`src/rtl/seg_scan_driver_pkg.sv`:
```
// Shared constants and helpers for the multiplexed seven-segment scan driver.
// Segment codes are active-high {dp,g,f,e,d,c,b,a}; polarity is applied at the top level.
package seg_scan_driver_pkg;

    localparam int NUM_DIGITS = 4;

    localparam logic [7:0] SEG_0    = 8'h3F;
    localparam logic [7:0] SEG_1    = 8'h06;
    localparam logic [7:0] SEG_2    = 8'h5B;
    localparam logic [7:0] SEG_3    = 8'h4F;
    localparam logic [7:0] SEG_4    = 8'h66;
    localparam logic [7:0] SEG_5    = 8'h6D;
    localparam logic [7:0] SEG_6    = 8'h7D;
    localparam logic [7:0] SEG_7    = 8'h07;
    localparam logic [7:0] SEG_8    = 8'h7F;
    localparam logic [7:0] SEG_9    = 8'h6F;
    localparam logic [7:0] SEG_DASH = 8'h40;
    localparam logic [7:0] SEG_OFF  = 8'h00;

    typedef enum logic [1:0] {
        ST_OFF   = 2'd0,
        ST_GUARD = 2'd1,
        ST_SHOW  = 2'd2
    } scan_state_e;

    function automatic int calc_scan_div(input int clk_freq, input int scan_hz);
        return clk_freq / scan_hz;
    endfunction

endpackage

```
`src/rtl/seg_bcd_decode.sv`:
```
// Combinational BCD nibble + decimal point to active-high segment pattern.
module seg_bcd_decode (
    input  logic [3:0] nibble,
    input  logic       dp,
    output logic [7:0] pattern
);
    import seg_scan_driver_pkg::*;

    logic [6:0] glyph_s;

    // Glyph lookup; nibbles A-F render as a dash so bad data is visible
    always_comb begin
        glyph_s = SEG_DASH[6:0];
        case (nibble)
            4'd0:    glyph_s = SEG_0[6:0];
            4'd1:    glyph_s = SEG_1[6:0];
            4'd2:    glyph_s = SEG_2[6:0];
            4'd3:    glyph_s = SEG_3[6:0];
            4'd4:    glyph_s = SEG_4[6:0];
            4'd5:    glyph_s = SEG_5[6:0];
            4'd6:    glyph_s = SEG_6[6:0];
            4'd7:    glyph_s = SEG_7[6:0];
            4'd8:    glyph_s = SEG_8[6:0];
            4'd9:    glyph_s = SEG_9[6:0];
            default: glyph_s = SEG_DASH[6:0];
        endcase
    end

    assign pattern = {dp, glyph_s};

endmodule

```
`src/rtl/seg_scan_driver.sv`:
```
// Four-digit multiplexed seven-segment driver with guard time, leading-zero
// blanking and a per-frame snapshot of the display word.
module seg_scan_driver #(
    parameter int CLK_FREQ       = 50000000,
    parameter int SCAN_HZ        = 1000,
    parameter int GUARD          = 16,
    parameter bit SEG_ACTIVE_LOW = 1'b1,
    parameter bit DIG_ACTIVE_LOW = 1'b1
) (
    input  logic        sys_clk,
    input  logic        sys_reset,
    input  logic        en,
    input  logic        blank_lz,
    input  logic [15:0] dis_data,
    input  logic [3:0]  dis_point,
    output logic [3:0]  seg_sel,
    output logic [7:0]  seg_led
);
    import seg_scan_driver_pkg::*;

    localparam int SCAN_DIV = calc_scan_div(CLK_FREQ, SCAN_HZ);
    localparam int CNT_W    = (SCAN_DIV > 1) ? $clog2(SCAN_DIV) : 1;
    localparam int DIG_W    = $clog2(NUM_DIGITS);
    localparam logic [CNT_W-1:0] CNT_LAST  = CNT_W'(SCAN_DIV - 1);
    localparam logic [CNT_W-1:0] CNT_GUARD = CNT_W'(GUARD);
    localparam logic [CNT_W-1:0] CNT_ZERO  = {CNT_W{1'b0}};
    localparam logic [3:0] SEL_OFF = DIG_ACTIVE_LOW ? 4'hF : 4'h0;
    localparam logic [7:0] LED_OFF = SEG_ACTIVE_LOW ? 8'hFF : 8'h00;

    generate
        if (SCAN_DIV < GUARD + 2) begin : g_bad_scan_params
            $error("seg_scan_driver: SCAN_DIV must be at least GUARD+2");
        end
    endgenerate

    scan_state_e      state_r, nxt_state_s;
    logic [CNT_W-1:0] cnt_r, nxt_cnt_s;
    logic [DIG_W-1:0] dig_r, nxt_dig_s;
    logic [15:0]      snap_data_r;
    logic [3:0]       snap_point_r;
    logic             snap_load_s;
    logic             show_s;
    logic [3:0]       nib_s;
    logic             dp_s;
    logic [7:0]       pattern_s;
    logic [7:0]       raw_s;
    logic [3:0]       zero_s;
    logic [3:0]       lz_blank_s;
    logic [3:0]       onehot_s;
    logic [3:0]       sel_s;
    logic [7:0]       led_s;
    logic [3:0]       seg_sel_r;
    logic [7:0]       seg_led_r;

    // Scan state, slot counter and digit index
    always_ff @(posedge sys_clk or posedge sys_reset) begin
        if (sys_reset) begin
            state_r <= ST_OFF;
            cnt_r   <= CNT_ZERO;
            dig_r   <= {DIG_W{1'b0}};
        end else begin
            state_r <= nxt_state_s;
            cnt_r   <= nxt_cnt_s;
            dig_r   <= nxt_dig_s;
        end
    end

    // Advance the slot counter; disabling parks everything at slot 0, digit 0
    always_comb begin
        nxt_state_s = ST_OFF;
        nxt_cnt_s   = CNT_ZERO;
        nxt_dig_s   = {DIG_W{1'b0}};
        if (en) begin
            if (cnt_r == CNT_LAST) begin
                nxt_cnt_s = CNT_ZERO;
                nxt_dig_s = dig_r + DIG_W'(1);
            end else begin
                nxt_cnt_s = cnt_r + CNT_W'(1);
                nxt_dig_s = dig_r;
            end
            if (nxt_cnt_s < CNT_GUARD) begin
                nxt_state_s = ST_GUARD;
            end else begin
                nxt_state_s = ST_SHOW;
            end
        end else begin
            nxt_state_s = ST_OFF;
        end
    end

    // Digit is lit only in SHOW with en still high; ST_OFF is slot 0 of a fresh start
    always_comb begin
        show_s = 1'b0;
        case (state_r)
            ST_OFF:   show_s = en && (CNT_GUARD == CNT_ZERO);
            ST_GUARD: show_s = 1'b0;
            ST_SHOW:  show_s = en;
            default:  show_s = 1'b0;
        endcase
    end

    assign snap_load_s = en && (cnt_r == CNT_ZERO) && (dig_r == {DIG_W{1'b0}});

    // Frame-coherent capture of the display word at each frame start
    always_ff @(posedge sys_clk or posedge sys_reset) begin
        if (sys_reset) begin
            snap_data_r  <= 16'h0000;
            snap_point_r <= 4'h0;
        end else if (snap_load_s) begin
            snap_data_r  <= dis_data;
            snap_point_r <= dis_point;
        end
    end

    assign nib_s = snap_data_r[{dig_r, 2'b00} +: 4];
    assign dp_s  = snap_point_r[dig_r];

    seg_bcd_decode u_decode (
        .nibble  (nib_s),
        .dp      (dp_s),
        .pattern (pattern_s)
    );

    // A digit is a leading zero only if it and every digit to its left are 0 without a DP
    always_comb begin
        for (int i = 0; i < NUM_DIGITS; i++) begin
            zero_s[i] = (snap_data_r[i*4 +: 4] == 4'h0) && !snap_point_r[i];
        end
        lz_blank_s[3] = zero_s[3];
        lz_blank_s[2] = zero_s[3] && zero_s[2];
        lz_blank_s[1] = zero_s[3] && zero_s[2] && zero_s[1];
        lz_blank_s[0] = 1'b0;
    end

    assign onehot_s = 4'b0001 << dig_r;

    // Next output values; blanked digits keep their select for uniform duty
    always_comb begin
        raw_s = SEG_OFF;
        sel_s = SEL_OFF;
        led_s = LED_OFF;
        if (show_s) begin
            if (blank_lz && lz_blank_s[dig_r]) begin
                raw_s = SEG_OFF;
            end else begin
                raw_s = pattern_s;
            end
            sel_s = DIG_ACTIVE_LOW ? ~onehot_s : onehot_s;
            led_s = SEG_ACTIVE_LOW ? ~raw_s : raw_s;
        end else begin
            raw_s = SEG_OFF;
            sel_s = SEL_OFF;
            led_s = LED_OFF;
        end
    end

    // Registered pad drivers
    always_ff @(posedge sys_clk or posedge sys_reset) begin
        if (sys_reset) begin
            seg_sel_r <= SEL_OFF;
            seg_led_r <= LED_OFF;
        end else begin
            seg_sel_r <= sel_s;
            seg_led_r <= led_s;
        end
    end

    assign seg_sel = seg_sel_r;
    assign seg_led = seg_led_r;

endmodule

```
`config.mk`:
```
export PLATFORM = sky130hd
export DESIGN_NAME = seg_scan_driver
export DESIGN_NICKNAME = d
export VERILOG_FILES = /design/src/rtl/seg_scan_driver_pkg.sv /design/src/rtl/seg_bcd_decode.sv /design/src/rtl/seg_scan_driver.sv
export SDC_FILE = /design/constraint.sdc
export NUM_CORES = 1
export LEC_CHECK = 0
export CAP_MARGIN = 10
export CORE_MARGIN = 3
export CORE_UTILIZATION = 55
export DETAILED_ROUTE_END_ITERATION = 8
export GPL_TIMING_DRIVEN = 0
export PLACE_DENSITY = 0.91
export SKIP_CTS_REPAIR_TIMING = 1
export SYNTH_ARGS = -nofsm -noshare
export SYNTH_HDL_FRONTEND = slang
export SYNTH_SLANG_ARGS = --single-unit
```
`constraint.sdc`:
```
create_clock -name sys_clk -period 6.5 [get_ports sys_clk]
set_input_delay 0.975 -clock sys_clk [delete_from_list [all_inputs] [get_ports sys_clk]]
set_output_delay 0.975 -clock sys_clk [all_outputs]
set_load 0.005 [all_outputs]
```
==> results by group <==
Worst hold path
  – WHS Path Cells: 1
  – Worst hold-check path type: flip-flop to flip-flop

Logic synthesis
  – Ys Warns: 0
  – Synth async-reset ratio: 100.0%
  – Cell count after synthesis: 228
  – Syn nets: 262
  – Syn Area/Cell: 11.49 sq um
  – Top_reg_cell synth: dfrtp_1
  – Post-synth EDFFs: 0
  – #FFs+latches synth: 52
  – Post-synth cell types: 44
  – Sequential share of the synthesized area: 50.26%
  – Mapped Area: 2619 sq um

CTS
  – H-tree depth: 2
  – Root Buffer: clkbuf_8
  – CTS tree: yes
  – Clock sinks: 52
  – Buffer depth of the longest clock path: 2
  – Num CTS Buffers: 5
  – Worst-Skew Late Latency: 310 ps
  – Clock transition at path regs: 100 ps

Final layout
  – Synthesis-to-layout area growth: 20.88%
  – Non-Filler Instances: 324
  – # diodes: 0
  – Layout cells sized above 1: 22.43%
  – NumNets Final: 305

Floorplanning
  – Starting density of the core: 58.53%
  – Core area: 4474 sq um
  – Die height: 75 um
  – Cell Rows: 24
  – IO Count: 36
  – Die area: 5625 sq um
  – Chip Width: 75 um

STA
  – Final Skew: 10.37 ps
  – RSZ-0062 raised after global routing: false
  – Max Fclk: 0.3888 GHz
  – Final Max Slew Viols: 0
  – Min setup slack post-route: 3928 ps
  – Fin Setup TNS: 0 ps
  – Least-Margin Pin Slew: 676.8 ps
  – Relative slew slack: 54.46%
  – Min Tclk post-route: 2572 ps
  – Final setup vio count: 0
  – Final Hold Vio Count: 0
  – Tcrit/Tclk final: 39.57%

Global route
  – Tot GR Track Use: 21.46%
  – First-pass GRT wire length: 8.935 mm
  – Remaining Overflow, GRT: 0
  – Number of global-route vias before repair: 1,870
  – Initial antenna violation count: 0
  – Largest net degree at the start of global routing: 29

Setup path
  – R2R depth: 7
  – Crit path DAT: 2820 ps
  – Crit path cell chain: ha_1 -> nand4_1 -> o21a_1 -> a2111oi_0 -> a31oi_1 -> a2111oi_2 -> and2_1
  – Critical path required time: 6750 ps
  – Critical path class: flip-flop to flip-flop
  – CP peak stage delay: 560 ps
  – CP Max Fanout: 6
  – Critical path's slowest cell: a2111oi_0
  – Crit path capture type: flip-flop
  – CP Launch Type: flip-flop

Placement
  – Input/output buffers: 35
  – Post-Place Cells: 316
  – Placer Congestion: 0.9220
  – Placed wire-length estimate: 4.100 mm
  – Post-Place Worst Slack: 3628 ps

Route
  – Routed via count: 1,939
  – Antenna-violating nets left: 0
  – Wire per inst: 16.97 um
  – WL final: 5.497 mm
  – Vias per inst: 5.985
  – DRT iter0 DRCs: 151
  – DRT Pass-1 Iters: 4
  – # DRC: 0

Job
  – Max-cap viol count: 0

Power and ir drop
  – Tot Pwr: 0.0007239 W
  – P_leak: 1.294 nW
  – PwrDens: 228.7 nW/um^2
  – Peak supply drop: 178.4 uV

Status
  – Outcome: finished clean
==> path summary, 6_finish.rpt <==
kind / start / endpoint / slack (ps)
max: cnt_r[0] / state_r[0] / 3930
min reg2reg: snap_data_r[0] / snap_data_r[0] / 520
min in group asynchronous: sys_reset / snap_data_r[3] / 1050
max reg2reg: cnt_r[0] / state_r[0] / 3930
min: snap_data_r[0] / snap_data_r[0] / 520
max in group asynchronous: sys_reset / seg_sel[0] / 4830
==> stage by stage <==
step	hold slack (ps)	instance area [sq um]	util [%]
floorplan	468.2	2619	-
global placement	491.4	3034	67.81
detailed placement	498.6	3054	68.26
CTS	519.9	3166	70.75
global route	542.2	3166	70.75
finish	522.5	3166	70.75
==> registers in the layout, indices dropped and copies added (netlist names) <==
name,count
seg_sel,4
seg_led,8
cnt_r,16
snap_point_r,4
snap_data_r,16
dig_r,2
state_r,2
==> final cells by class <==
cell class,instances,area [sq um]
plain buffers,9,48.80
inverters,11,41.29
clock inverters,3,42.54
fillers,319,1309
repair buffers,36,370.4
clock buffers,5,68.82
flip-flops and latches,52,1316
multi-input cells,156,1212
well taps,52,65.06
==> synthesized netlist by cell type (2+ instances only) <==
library cell | number | area (sq um)
mux2i_1 | 2 | 20.02
clkbuf_1 | 2 | 7.510
nor4b_1 | 2 | 17.52
or3_1 | 2 | 12.51
mux4_2 | 5 | 112.6
nor4_1 | 6 | 37.54
a31oi_1 | 2 | 12.51
dfstp_2 | 12 | 315.3
nor2b_1 | 6 | 37.54
nand3_1 | 8 | 40.04
nor2_1 | 15 | 56.30
nor3_1 | 4 | 20.02
nand2_1 | 16 | 60.06
and3_2 | 2 | 15.01
a21oi_1 | 2 | 10.01
dfrtp_1 | 40 | 1001
o21ai_0 | 8 | 40.04
inv_1 | 11 | 41.29
ha_1 | 10 | 125.1
buf_2 | 6 | 30.03
nand4_1 | 7 | 43.79
o31ai_1 | 2 | 15.01
xnor2_1 | 13 | 113.9
mux2_2 | 20 | 225.2
and2_1 | 6 | 37.54
==> cells in the final DEF (no fill, tap or decap), drive strengths merged, types with 3 or more instances in the layout <==
| master | n |
|---|---|
| nand3 | 8 |
| buf | 8 |
| inv | 11 |
| dfstp | 12 |
| clkdlybuf4s50 | 35 |
| xnor2 | 13 |
| or4 | 3 |
| o21ai | 9 |
| ha | 10 |
| mux2 | 20 |
| mux4 | 5 |
| nor4 | 7 |
| clkbuf | 7 |
| nand4 | 7 |
| nand2 | 16 |
| nor2b | 6 |
| nor3 | 4 |
| dfrtp | 40 |
| and3 | 3 |
| nor2 | 15 |
| and2 | 6 |
==> cell families (layout without fill, tap and decap cells) <==
| group | count (synthesis) | after routing | share of synthesized area, % |
|---|---|---|---|
| simple gates | 83 | 83 | 17.39 |
| flops | 52 | 52 | 50.26 |
| mux | 27 | 27 | 13.66 |
| compound gates | 22 | 22 | 5.781 |
| buf+inv | 20 | 64 | 3.440 |
| xor+xnor | 14 | 14 | 4.682 |
| fa+ha+maj | 10 | 10 | 4.778 |
==> critical path, delay by kind of cell (launching register included) <==
family	cells	cell delay, ps
AO/OA/AOI/OAI	4	1350
flip-flops	1	430
AND/OR/NAND/NOR	2	450
adder cells (fa/ha/maj)	1	290
==> per-layer routing <==
metal	wire length [um]	GRT usage (%)	up-vias	part of all wire [%]
li1	-	-	891	-
met1	2330	28.12	968	42
met2	2773	35.78	70	50
met3	285	4.005	10	5.2
met4	108	7.510	0	2.0
met5	0	0	-	0
==> power by group <==
group | switching (W) | internal [W] | total [W]
registers | 0.0000294 | 0.000356 | 0.000386
logic | 0.0000499 | 0.0000663 | 0.000116
clock network | 0.000108 | 0.000114 | 0.000222
total | 0.000187 | 0.000537 | 0.000724
(Power assumes the default switching activity.)
